`src/rtl/caliptra_prim_edn_seed_buf_pkg.sv`:
```
// Shared types and limits for the EDN seed prefetch buffer.
package caliptra_prim_edn_seed_buf_pkg;

   localparam int unsigned MaxDepth = 8;

   // Sparse encoding: each state differs from the others in two bits.
   typedef enum logic [2:0] {
      StIdle  = 3'b001,
      StReq   = 3'b010,
      StDrain = 3'b100
   } seed_buf_state_e;

   function automatic logic state_requests(input seed_buf_state_e st);
      return (st == StReq) || (st == StDrain);
   endfunction

endpackage

```
`src/rtl/caliptra_prim_edn_seed_buf_store.sv`:
```
// In-order circular seed store with push, pop, clear, fill level and head output.
module caliptra_prim_edn_seed_buf_store
   import caliptra_prim_edn_seed_buf_pkg::*;
#(
   parameter  int unsigned SeedW = 128,
   parameter  int unsigned Depth = 2,
   localparam int unsigned EntW  = SeedW + 1,
   localparam int unsigned PtrW  = (Depth > 1) ? $clog2(Depth) : 1,
   localparam int unsigned LvlW  = $clog2(Depth + 1)
) (
   input  logic            clk_i,
   input  logic            rst_ni,
   input  logic            i_clr,
   input  logic            i_push,
   input  logic [EntW-1:0] i_wdata,
   input  logic            i_pop,
   output logic            o_valid,
   output logic [EntW-1:0] o_head,
   output logic [LvlW-1:0] o_level
);

   if (Depth < 1 || Depth > MaxDepth) begin : g_bad_depth
      $error("Depth must lie in 1..MaxDepth");
   end

   logic [EntW-1:0] r_mem [Depth];
   logic [PtrW-1:0] r_wptr;
   logic [PtrW-1:0] r_rptr;
   logic [LvlW-1:0] r_level;
   logic            w_do_push;
   logic            w_do_pop;

   // Explicit wrap keeps non-power-of-2 depths inside the array.
   function automatic logic [PtrW-1:0] ptr_inc(input logic [PtrW-1:0] p);
      if (p == PtrW'(Depth - 1)) begin
         return {PtrW{1'b0}};
      end else begin
         return p + PtrW'(1'b1);
      end
   endfunction

   assign w_do_push = i_push && (r_level != LvlW'(Depth));
   assign w_do_pop  = i_pop && (r_level != {LvlW{1'b0}});

   // Seed storage; contents past the level are don't-care after a clear.
   always_ff @(posedge clk_i or negedge rst_ni) begin
      if (!rst_ni) begin
         for (int i = 0; i < int'(Depth); i++) begin
            r_mem[i] <= {EntW{1'b0}};
         end
      end else if (!i_clr && w_do_push) begin
         r_mem[r_wptr] <= i_wdata;
      end
   end

   // Pointers and fill level; clear wins over push and pop.
   always_ff @(posedge clk_i or negedge rst_ni) begin
      if (!rst_ni) begin
         r_wptr  <= {PtrW{1'b0}};
         r_rptr  <= {PtrW{1'b0}};
         r_level <= {LvlW{1'b0}};
      end else if (i_clr) begin
         r_wptr  <= {PtrW{1'b0}};
         r_rptr  <= {PtrW{1'b0}};
         r_level <= {LvlW{1'b0}};
      end else begin
         if (w_do_push) begin
            r_wptr <= ptr_inc(r_wptr);
         end
         if (w_do_pop) begin
            r_rptr <= ptr_inc(r_rptr);
         end
         case ({w_do_push, w_do_pop})
            2'b10:   r_level <= r_level + LvlW'(1'b1);
            2'b01:   r_level <= r_level - LvlW'(1'b1);
            default: r_level <= r_level;
         endcase
      end
   end

   assign o_valid = (r_level != {LvlW{1'b0}});
   assign o_head  = o_valid ? r_mem[r_rptr] : {EntW{1'b0}};
   assign o_level = r_level;

endmodule

```
`src/rtl/caliptra_prim_edn_seed_buf.sv`:
```
// Prefetching EDN seed buffer: request FSM, discard counter and seed store.
// Define CALIPTRA_EDN_SEED_BUF_FIPS_ONLY_EN to discard non-FIPS seeds.
module caliptra_prim_edn_seed_buf
   import caliptra_prim_edn_seed_buf_pkg::*;
#(
   parameter  int unsigned SeedW   = 128,
   parameter  int unsigned Depth   = 2,
   parameter  int unsigned ErrCntW = 8,
   localparam int unsigned LvlW    = $clog2(Depth + 1)
) (
   input  logic               clk_i,
   input  logic               rst_ni,
   input  logic               en_i,
   input  logic               clr_i,
   output logic               edn_req_o,
   input  logic               edn_ack_i,
   input  logic [SeedW-1:0]   edn_data_i,
   input  logic               edn_fips_i,
   input  logic               edn_err_i,
   output logic               seed_valid_o,
   input  logic               seed_ready_i,
   output logic [SeedW-1:0]   seed_o,
   output logic               seed_fips_o,
   output logic [LvlW-1:0]    level_o,
   output logic               err_o,
   output logic [ErrCntW-1:0] err_cnt_o
);

   seed_buf_state_e    r_state;
   seed_buf_state_e    w_state_nxt;
   logic               r_err;
   logic [ErrCntW-1:0] r_err_cnt;
   logic               w_accept;
   logic               w_push;
   logic               w_discard;
   logic               w_pop;
   logic [SeedW:0]     w_head;
   logic [LvlW-1:0]    w_level;

`ifdef CALIPTRA_EDN_SEED_BUF_FIPS_ONLY_EN
   assign w_accept = !edn_err_i && edn_fips_i;
`else
   assign w_accept = !edn_err_i;
`endif

   assign w_push    = (r_state == StReq) && edn_ack_i && w_accept;
   assign w_discard = (r_state == StReq) && edn_ack_i && !w_accept;
   assign w_pop     = seed_valid_o && seed_ready_i;

   // Next state; an ack coinciding with a clear ends the request directly.
   always_comb begin
      w_state_nxt = r_state;
      case (r_state)
         StIdle: begin
            if (en_i && (w_level < LvlW'(Depth)) && !clr_i) begin
               w_state_nxt = StReq;
            end else begin
               w_state_nxt = StIdle;
            end
         end
         StReq: begin
            if (edn_ack_i) begin
               w_state_nxt = StIdle;
            end else if (clr_i) begin
               w_state_nxt = StDrain;
            end else begin
               w_state_nxt = StReq;
            end
         end
         StDrain: begin
            if (edn_ack_i) begin
               w_state_nxt = StIdle;
            end else begin
               w_state_nxt = StDrain;
            end
         end
         default: w_state_nxt = StIdle;
      endcase
   end

   // State register.
   always_ff @(posedge clk_i or negedge rst_ni) begin
      if (!rst_ni) begin
         r_state <= StIdle;
      end else begin
         r_state <= w_state_nxt;
      end
   end

   // Sticky discard flag and saturating counter.
   always_ff @(posedge clk_i or negedge rst_ni) begin
      if (!rst_ni) begin
         r_err     <= 1'b0;
         r_err_cnt <= {ErrCntW{1'b0}};
      end else if (clr_i) begin
         r_err     <= 1'b0;
         r_err_cnt <= {ErrCntW{1'b0}};
      end else if (w_discard) begin
         r_err <= 1'b1;
         if (r_err_cnt != {ErrCntW{1'b1}}) begin
            r_err_cnt <= r_err_cnt + ErrCntW'(1'b1);
         end
      end
   end

   caliptra_prim_edn_seed_buf_store #(
      .SeedW (SeedW),
      .Depth (Depth)
   ) u_store (
      .clk_i   (clk_i),
      .rst_ni  (rst_ni),
      .i_clr   (clr_i),
      .i_push  (w_push),
      .i_wdata ({edn_fips_i, edn_data_i}),
      .i_pop   (w_pop),
      .o_valid (seed_valid_o),
      .o_head  (w_head),
      .o_level (w_level)
   );

   assign edn_req_o = state_requests(r_state);
   assign seed_o    = w_head[SeedW-1:0];
   assign level_o   = w_level;
   assign err_o     = r_err;
   assign err_cnt_o = r_err_cnt;

`ifdef CALIPTRA_EDN_SEED_BUF_FIPS_ONLY_EN
   logic w_unused_fips;
   assign w_unused_fips = w_head[SeedW];
   assign seed_fips_o   = 1'b1;
`else
   assign seed_fips_o   = w_head[SeedW];
`endif

endmodule

```
`config.mk`:
```
export PLATFORM = sky130hd
export DESIGN_NAME = caliptra_prim_edn_seed_buf
export DESIGN_NICKNAME = d
export VERILOG_FILES = /design/src/rtl/caliptra_prim_edn_seed_buf_pkg.sv /design/src/rtl/caliptra_prim_edn_seed_buf_store.sv /design/src/rtl/caliptra_prim_edn_seed_buf.sv
export SDC_FILE = /design/constraint.sdc
export NUM_CORES = 1
export LEC_CHECK = 0
export CORE_UTILIZATION = 54
export CTS_BUF_LIST = sky130_fd_sc_hd__clkbuf_8
export CTS_CLUSTER_DIAMETER = 40
export CTS_CLUSTER_SIZE = 16
export DETAILED_ROUTE_END_ITERATION = 8
export DONT_BUFFER_PORTS = 1
export PLACE_DENSITY = 0.68
export SYNTH_ARGS = -nofsm -noshare
export SYNTH_HDL_FRONTEND = slang
export SYNTH_HIERARCHICAL = 1
export SYNTH_SLANG_ARGS = --single-unit
```
`constraint.sdc`:
```
create_clock -name clk_i -period 2.69 [get_ports clk_i]
set_clock_uncertainty 0.2 [all_clocks]
set_input_delay 0.807 -clock clk_i [delete_from_list [all_inputs] [get_ports clk_i]]
set_output_delay 0.807 -clock clk_i [all_outputs]
set_load 0.02 [all_outputs]
```
; ---- After elaboration in Yosys (flattened, before gate mapping)
; Index checks and enable logic that the tools add are counted.
[classes]
add_sub_neg = 5
magnitude_cmp = 4
eq_ne = 7
muxes = 25
n_bitwise = 2
reduce_logical = 20
[ops]
columns = op, count
row1 = $mux W129, 5
row2 = $bwmux W258, 1
row3 = $demux W129 S1, 1
row4 = $mux W8, 3
row5 = $logic_and A1 B1 Y1, 10
row6 = $reduce_bool A2 Y1, 5
row7 = $mux W3, 3
row8 = $pmux W3 S3, 1
row9 = $add A8 B1 Y8 const B, 1
row10 = $mux W1, 8
row11 = $ne A8 B8 Y1 const B, 1
row12 = $ge A2 B2 Y1 const B, 2
row13 = $mux W2, 2
row14 = $not A1 Y2, 2
row15 = $pmux W2 S2, 1
row16 = $eq A3 B1 Y1 const B, 1
row17 = $eq A3 B2 Y1 const B, 1
row18 = $eq A3 B3 Y1 const B, 1
row19 = $reduce_bool A3 Y1, 1
row20 = $add A1 B1 Y1 const B, 2
row21 = $add A2 B1 Y2 const B, 1
row22 = $eq A2 B1 Y1 const B, 1
row23 = $eq A2 B2 Y1 const B, 1
row24 = $logic_not A1 Y1, 2
row25 = other kinds (6), 6
[totals]
reg_bits = 274
inputBits = 136
output_inout_bits = 142

; ---- Longest topological paths before layout
; Gate-level depths: netlist of run 1.
[logic_depth]
word_depth = 7
mapped_depth = 8

; ---- By module
; Netlist of run 1, hierarchy kept.
[modules_own_cells]
columns = mod, n_inst, cells_each, area_per_inst_um2
row1 = caliptra_prim_edn_seed_buf_store, 1, 857, 12210.5
row2 = caliptra_prim_edn_seed_buf, 1, 67, 660.6

; ---- Worst setup path before layout of run 1
; Ideal clock, no wire load.
[synth_path]
kind = input to register
startpoint = in edn_ack_i
endpoint = reg u_store/r_mem[129] (netlist bit)
setup_time_ns = 0.125
t_arrival_ns = 2.524
t_required_ns = 2.365
slack_ns = -0.159
cell_stages = 7
path_buffers = 2
cell_sequence = and4bb_4 > nor2b_1 > inv_2 > nor4_4 > buf_12 > buf_12 > mux2_4
[synth_between]
elab_chain_len = 4
[synth_rtl]
columns = item, line_no
row1 = "start, declared", caliptra_prim_edn_seed_buf.sv:16  ; input logic edn_ack_i,
row2 = $logic_and A1 B1 Y1 (2 in a row), caliptra_prim_edn_seed_buf.sv:46  ; assign w_push = (r_state == StReq) && edn_ack_i && w_accept;
row3 = named net w_push, caliptra_prim_edn_seed_buf.sv:34  ; logic w_push;
row4 = $logic_and A1 B1 Y1, caliptra_prim_edn_seed_buf_store.sv:42  ; assign w_do_push = i_push && (r_level != LvlW'(Depth));
row5 = $logic_and A1 B1 Y1, caliptra_prim_edn_seed_buf_store.sv:51  ; end else if (!i_clr && w_do_push) begin
row6 = "end signal, assigned by index", caliptra_prim_edn_seed_buf_store.sv:49  ; r_mem[i] <= {EntW{1'b0}};
row7 = "end signal, assigned by index", caliptra_prim_edn_seed_buf_store.sv:52  ; r_mem[r_wptr] <= i_wdata;
row8 = "end, declared", caliptra_prim_edn_seed_buf_store.sv:26  ; logic [EntW-1:0] r_mem [Depth];
; The timed path passes the listed nets, and every way through them passes these cells.
; A chain may end at the register's enable or synchronous reset.

; ---- Worst setup path after layout of run 1
[layout_path]
startpoint = reg u_store.r_rptr
endpoint = out seed_o[101]
[layout_between]
elab_chain_len = 5
[layout_rtl]
columns = item, line_no
row1 = "start, declared", caliptra_prim_edn_seed_buf_store.sv:28  ; logic [PtrW-1:0] r_rptr;
row2 = "start signal, assigned", caliptra_prim_edn_seed_buf_store.sv:60  ; r_rptr <= {PtrW{1'b0}};
row3 = "start signal, assigned", caliptra_prim_edn_seed_buf_store.sv:64  ; r_rptr <= {PtrW{1'b0}};
row4 = "start signal, assigned", caliptra_prim_edn_seed_buf_store.sv:71  ; r_rptr <= ptr_inc(r_rptr);
row5 = $not A1 Y2 (implied by the code), caliptra_prim_edn_seed_buf_store.sv:82  ; assign o_head = o_valid ? r_mem[r_rptr] : {EntW{1'b0}};
row6 = $mux W129 (implied by the code) (3 in a row), caliptra_prim_edn_seed_buf_store.sv:82
row7 = $mux W129, caliptra_prim_edn_seed_buf_store.sv:82
row8 = "end, declared", caliptra_prim_edn_seed_buf.sv:22  ; output logic [SeedW-1:0] seed_o,
; Every way passes these cells. The select of a mux whose other input is x is not followed.

==> results.sh, run 1 <==
export IMPL_reg2reg_to="u_store/r_mem[204]"
export IMPL_powerDensity_nw_per_um2=600.9
export IMPL_netlist_instances=924
export IMPL_num_rows=56
export IMPL_slew_headroom_pct=70.59
export IMPL_dr_pass1_iters=4
export IMPL_slew_viol_final=0
export IMPL_cap_viol_max_count=0
export IMPL_cts_root_buf="clkbuf_8"
export IMPL_grt_pass1_vias=7842
export IMPL_period_share_pct=104.7
export IMPL_synthFlopType="dfrtp_1"
export IMPL_critPathCaptureType="primary output"
export IMPL_dpl_hpwl_um=17270
export IMPL_core_area_um2=23400
export IMPL_rsz0062_at_grt="yes"
export IMPL_clockBufferDepth=3
export IMPL_fin_setup_tns_ps=-8400
export IMPL_reg2reg_depth=7
export IMPL_crit_arrival_ps=1810
export IMPL_synth_cell_type_count=44
export IMPL_post_drt_wl_per_cell_um=21.12
export IMPL_timing_final_crit_period_ps=2817
export IMPL_crit_type="reg -> out"
export IMPL_status="finished with violations"
export IMPL_wl_um=28840
export IMPL_syn_to_final_growth_pct=23.34
export IMPL_worst_slew_pin_slew_ps=441.1
export IMPL_port_buffers=0
export IMPL_cts_sinks=274
export IMPL_hold_viol_final=273
export IMPL_antenna_found_initial=0
export IMPL_drtIter0Drc=309
export IMPL_initial_core_util_pct=55.00
export IMPL_worstPathRequired_ps=1680
export IMPL_crit_path_start_kind="register"
export IMPL_p_leak_nw=7.022
export IMPL_cts_clk_slew_worst_paths_ps=60
export IMPL_grt_pass1_wl_um=43050
export IMPL_reg2reg_from="r_state[2]"
export IMPL_hold_path_class="in -> async"
export IMPL_grt_total_usage_pct=22.55
export IMPL_ys_seq_area_share_pct=53.28
export IMPL_fp_dieArea_um2=24460
export IMPL_route_antenna_remaining_nets=0
export IMPL_insertedDiodeCount=0
export IMPL_die_w_um=156.4
export IMPL_critPathMaxFanout=8
export IMPL_setup_ws_ps=-127.4
export IMPL_ys_ff_latch=274
export IMPL_netlist_area_um2=12870
export IMPL_final_cell_mix="272 x dfrtp_1, 157 x mux2_2, 101 x mux2_4, 92 x mux2i_1, 63 x buf_4"
export IMPL_synth_enable_flop_cells=0
export IMPL_reg2reg_slack_ps=260
export IMPL_max_vdd_ir_drop_mv=0.4675
export IMPL_cts_tree="done"
export IMPL_hold_ws_ps=-228.5
export IMPL_drive_gt1_share_pct=55.45
export IMPL_setup_viol=129
export IMPL_vias=7528
export IMPL_fmax_mhz=354.9
export IMPL_gp_congestion=0.7280
export IMPL_io_pins=278
export IMPL_grt_overflow=0
export IMPL_dp_slack_ps=-8.496
export IMPL_drc_errors=0
export IMPL_fin_util_pct=67.84
export IMPL_mostFrequentLayoutCell="dfrtp_1"
export IMPL_synth_area_per_cell_um2=13.93
export IMPL_nNetsFinal=1149
export IMPL_avgViaCountPerCell=5.515
export IMPL_crit_start="u_store/r_rptr"
export IMPL_cts_buffers=42
export IMPL_htreeDepth=2
export IMPL_async_flop_share_pct=100.0
export IMPL_violations="negative hold slack, negative setup slack"
export IMPL_fp_dieH_um=156.4
export IMPL_grt_max_degree=275
export IMPL_yosysWarningCount=6
export IMPL_syn_nets=1061
export IMPL_clkLatencyLatePin_ps=530
[power breakdown]
| group | internal (mW) | switching (mW) |
|---|---|---|
| logic | 0.378 | 0.211 |
| registers | 4.35 | 0.143 |
| clock network | 2.78 | 1.68 |
| total | 7.51 | 2.03 |
[timing repair]
item / 4_1_cts / 5_1_grt
endpoints found under the setup margin: 130 / 128
hold endpoints to repair: 274 / 273
setup buffers: 6 / 5
pin swaps: 5 / 46
cloned: 4 / 8
resized for setup: 117 / 83
[flip-flops by register name, summed over array words and instances (netlist names)]
| register | cells |
|---|---|
| u_store/r_rptr | 1 |
| u_store/o_level | 2 |
| u_store/r_wptr | 1 |
| u_store/r_mem | 258 |
| err_o | 1 |
| r_state | 3 |
| err_cnt_o | 8 |
[stage by stage]
stage	total power, mW	std cells	hold WS [ps]	area (um2)
global placement	5.010	1264	286.4	13660
finish	9.539	1365	-228.5	15880
floorplan	4.945	924	279.2	12880
detailed placement	5.030	1264	292.4	13660
global route	9.905	1365	-269.4	15880
CTS	9.587	1352	-276.8	15280
[routing by layer]
metal / wire [um] / vias up / global-route usage, %
met5: 0 / - / 0
met4: 504 / 0 / 6.022
met3: 2163 / 36 / 7.616
met2: 13960 / 210 / 36.16
met1: 12210 / 3861 / 29.21
li1: - / 3421 / -
[synthesized netlist by cell type (2+ instances only)]
cell,instances,area share [%]
or2_2,3,0.15
mux2_2,158,14
dfrtp_1,273,53
clkbuf_1,17,0.50
buf_12,11,1.7
buf_2,27,1.0
nand4_1,2,0.097
or3_1,4,0.19
a21oi_1,10,0.39
xor2_1,3,0.20
nand2b_1,3,0.15
nand2_1,6,0.17
mux2i_1,132,10
buf_6,2,0.17
nor2_1,137,4.0
mux2_4,100,12
o21ai_0,5,0.19
inv_1,2,0.058
nand3_1,4,0.16
[cell families after synthesis]
logic type / synth area share (%)
DFF: 53.28
buffers and inverters: 3.577
muxes: 35.75
xor gates and xnor gates: 0.2042
adders and majority gates: 0.09719
AOI/OAI and AO/OA: 1.264
and+or+nand+nor: 5.823
[worst max-delay path: stages, from the launching register on]
cell and delay (ps):
dfrtp_4 520, buf_12 180, buf_16 160, mux2i_1 180, nor2_1 70, buf_4 160
[final cells by class]
| cell class | count | area (um2) |
|---|---|---|
| tap | 319 | 399.1 |
| fill | 1684 | 7527 |
| timing repair buffer | 102 | 1323 |
| sequential | 274 | 6862 |
| clock buffer | 50 | 688.2 |
| inverter | 3 | 11.26 |
| clock inverter | 28 | 430.4 |
| multi-input combinational | 589 | 6162 |
[how the worst max path moves through the flow]
| stage | cells after the start | slack, ps | end |
|---|---|---|---|
| floorplan | 7 | -20 | u_store/r_mem[129] |
| global placement | 7 | 20 | u_store/r_mem[206] |
| detailed placement | 7 | -8 | u_store/r_mem[225] |
| CTS | 4 | -140 | seed_o[99] |
| global route | 5 | -210 | seed_o[79] |
| finish | 5 | -130 | seed_o[101] |
(Power assumes the default switching activity.)
==> inputs of run 2 (changes only) <==
--- a/config.mk
+++ b/config.mk
@@ -5,13 +5,13 @@
 export SDC_FILE = /design/constraint.sdc
 export NUM_CORES = 1
 export LEC_CHECK = 0
-export CORE_UTILIZATION = 54
+export CORE_UTILIZATION = 45
 export CTS_BUF_LIST = sky130_fd_sc_hd__clkbuf_8
 export CTS_CLUSTER_DIAMETER = 40
 export CTS_CLUSTER_SIZE = 16
 export DETAILED_ROUTE_END_ITERATION = 8
 export DONT_BUFFER_PORTS = 1
-export PLACE_DENSITY = 0.68
+export PLACE_DENSITY = 0.58
 export SYNTH_ARGS = -nofsm -noshare
 export SYNTH_HDL_FRONTEND = slang
 export SYNTH_HIERARCHICAL = 1
==> run 2 against run 1 <==
Largest cell class unchanged. Largest power group unchanged. Routed wire length increased by 3.4%. Highest routed layer unchanged. Critical path depth unchanged. Sequential share of layout area increased by 0.77 points. The flow still finishes with violations (negative hold slack, negative setup slack). Maximum frequency decreased by 0.60%. First-iteration DRC count increased by 6.5%. Via count decreased by 0.35%. Critical path type unchanged.
==> results.sh, run 2 (synthesis results as in run 1) <==
export IMPL_status="finished with violations"
export IMPL_violations="negative hold slack, negative setup slack"
export IMPL_power_mw=8.836
export IMPL_p_leak_nw=6.858
export IMPL_reg2reg_to="u_store/r_mem[219]"
export IMPL_core_area_um2=27930
export IMPL_grt_pass1_wl_um=43440
export IMPL_rsz0062_at_grt="yes"
export IMPL_htreeDepth=2
export IMPL_nNetsFinal=1142
export IMPL_reg2reg_from="r_state[2]"
export IMPL_grt_overflow=0
export IMPL_cts_clk_slew_worst_paths_ps=70
export IMPL_fin_setup_tns_ps=-11330
export IMPL_powerDensity_nw_per_um2=566.5
export IMPL_drtIter0Drc=329
export IMPL_hold_path_class="in -> async"
export IMPL_port_buffers=0
export IMPL_mostFrequentLayoutCell="dfrtp_1"
export IMPL_reg2reg_slack_ps=290
export IMPL_largest_register="u_store/r_mem"
export IMPL_critPathMaxFanout=17
export IMPL_post_drt_wl_per_cell_um=21.04
export IMPL_largest_reg_flops=258
export IMPL_wl_um=29820
export IMPL_syn_to_final_growth_pct=21.17
export IMPL_initial_core_util_pct=46.08
export IMPL_antenna_found_initial=1
export IMPL_fmax_mhz=352.8
export IMPL_route_antenna_remaining_nets=0
export IMPL_stdcell_count=1417
export IMPL_final_cell_mix="272 x dfrtp_1, 157 x mux2_2, 104 x mux2i_1, 101 x mux2_4, 68 x nor2_2"
export IMPL_clockBufferDepth=3
export IMPL_slew_headroom_pct=47.93
export IMPL_worst_slew_pin_slew_ps=781.1
export IMPL_grt_total_usage_pct=18.94
export IMPL_fin_util_pct=55.83
export IMPL_cts_tree="done"
export IMPL_cp_endpoint="seed_o[6]"
export IMPL_vias=7502
export IMPL_setup_viol=129
export IMPL_clkLatencyLatePin_ps=530
export IMPL_post_place_cells=1316
export IMPL_worstPathRequired_ps=1680
export IMPL_fp_dieH_um=171.1
export IMPL_io_pins=278
export IMPL_grt_pass1_vias=7608
export IMPL_critPathCaptureType="primary output"
export IMPL_max_vdd_ir_drop_mv=0.3520
export IMPL_grt_max_degree=275
export IMPL_setup_ws_ps=-144.4
export IMPL_cts_sinks=274
export IMPL_cts_root_buf="clkbuf_8"
export IMPL_cap_viol_max_count=0
export IMPL_reg2reg_depth=7
export IMPL_avgViaCountPerCell=5.294
export IMPL_drive_gt1_share_pct=54.05
export IMPL_crit_type="reg -> out"
export IMPL_period_share_pct=105.4
export IMPL_dr_pass1_iters=4
export IMPL_hold_ws_ps=-235.6
export IMPL_timing_final_crit_period_ps=2834
export IMPL_slew_viol_final=0
export IMPL_crit_start="u_store/o_level[1]"
export IMPL_dp_slack_ps=-24.81
export IMPL_cts_buffers=43
export IMPL_num_rows=61
export IMPL_fp_dieArea_um2=29280
export IMPL_dpl_hpwl_um=17660
export IMPL_hold_viol_final=273
export IMPL_gp_congestion=0.7220
export IMPL_drc_errors=0
export IMPL_die_w_um=171.1
export IMPL_crit_arrival_ps=1830
export IMPL_crit_path_start_kind="register"
[run 2: repair_timing]
| action | CTS | global route |
|---|---|---|
| resized for setup | 98 | 73 |
| pin swaps | 11 | 36 |
| setup buffers | 5 | 5 |
| endpoints found under the setup margin | 131 | 130 |
| hold endpoints to repair | 274 | 273 |
| cloned | 4 | 8 |
[run 2: stage by stage]
step | area, um2 | hold slack (ps)
floorplan | 12880 | 279.2
global placement | 13730 | 285.9
detailed placement | 13730 | 290.5
CTS | 15120 | -289.3
global route | 15590 | -293.5
finish | 15600 | -235.6
[run 2: worst min-delay path by stage]
| stage | start | to | slack [ps] | cells after the start |
|---|---|---|---|---|
| 2_1_floorplan | u_store/r_mem[0] | u_store/r_mem[0] | 280 | 1 |
| 3_3_place_gp | u_store/r_mem[118] | u_store/r_mem[118] | 290 | 1 |
| 3_5_place_dp | u_store/r_mem[174] | u_store/r_mem[174] | 290 | 1 |
| 4_1_cts | rst_ni | u_store/r_mem[151] | -290 | 0 |
| 5_1_grt | rst_ni | u_store/r_mem[22] | -290 | 0 |
| 6_report | rst_ni | u_store/r_mem[149] | -240 | 0 |
[run 2: critical path: stages, from the launching register on]
cell	delay, ps
dfrtp_1	420
nor2_4	160
buf_12	170
buf_6	290
nor2_1	90
buf_4	170
[run 2: report_power, final]
group | switching (mW) | internal, mW
Clock | 1.80 | 2.00
Combinational | 0.195 | 0.368
Sequential | 0.136 | 4.34
Total | 2.13 | 6.71
[run 2: area by class of cell]
class / instances / area (um2)
Inverter: 3 / 11.26
Fill cell: 2340 / 12340
Timing Repair Buffer: 94 / 1264
Sequential cell: 274 / 6862
Clock inverter: 27 / 236.5
Clock buffer: 51 / 701.9
Multi-Input combinational cell: 589 / 6046
Antenna cell: 1 / 2.502
Tap cell: 378 / 473.0
[run 2: routing by layer]
layer / global-route usage, % / routed length, um
met5: 0 / 0
met4: 5.280 / 533
met3: 6.685 / 2379
met2: 28.86 / 13760
met1: 25.43 / 13140
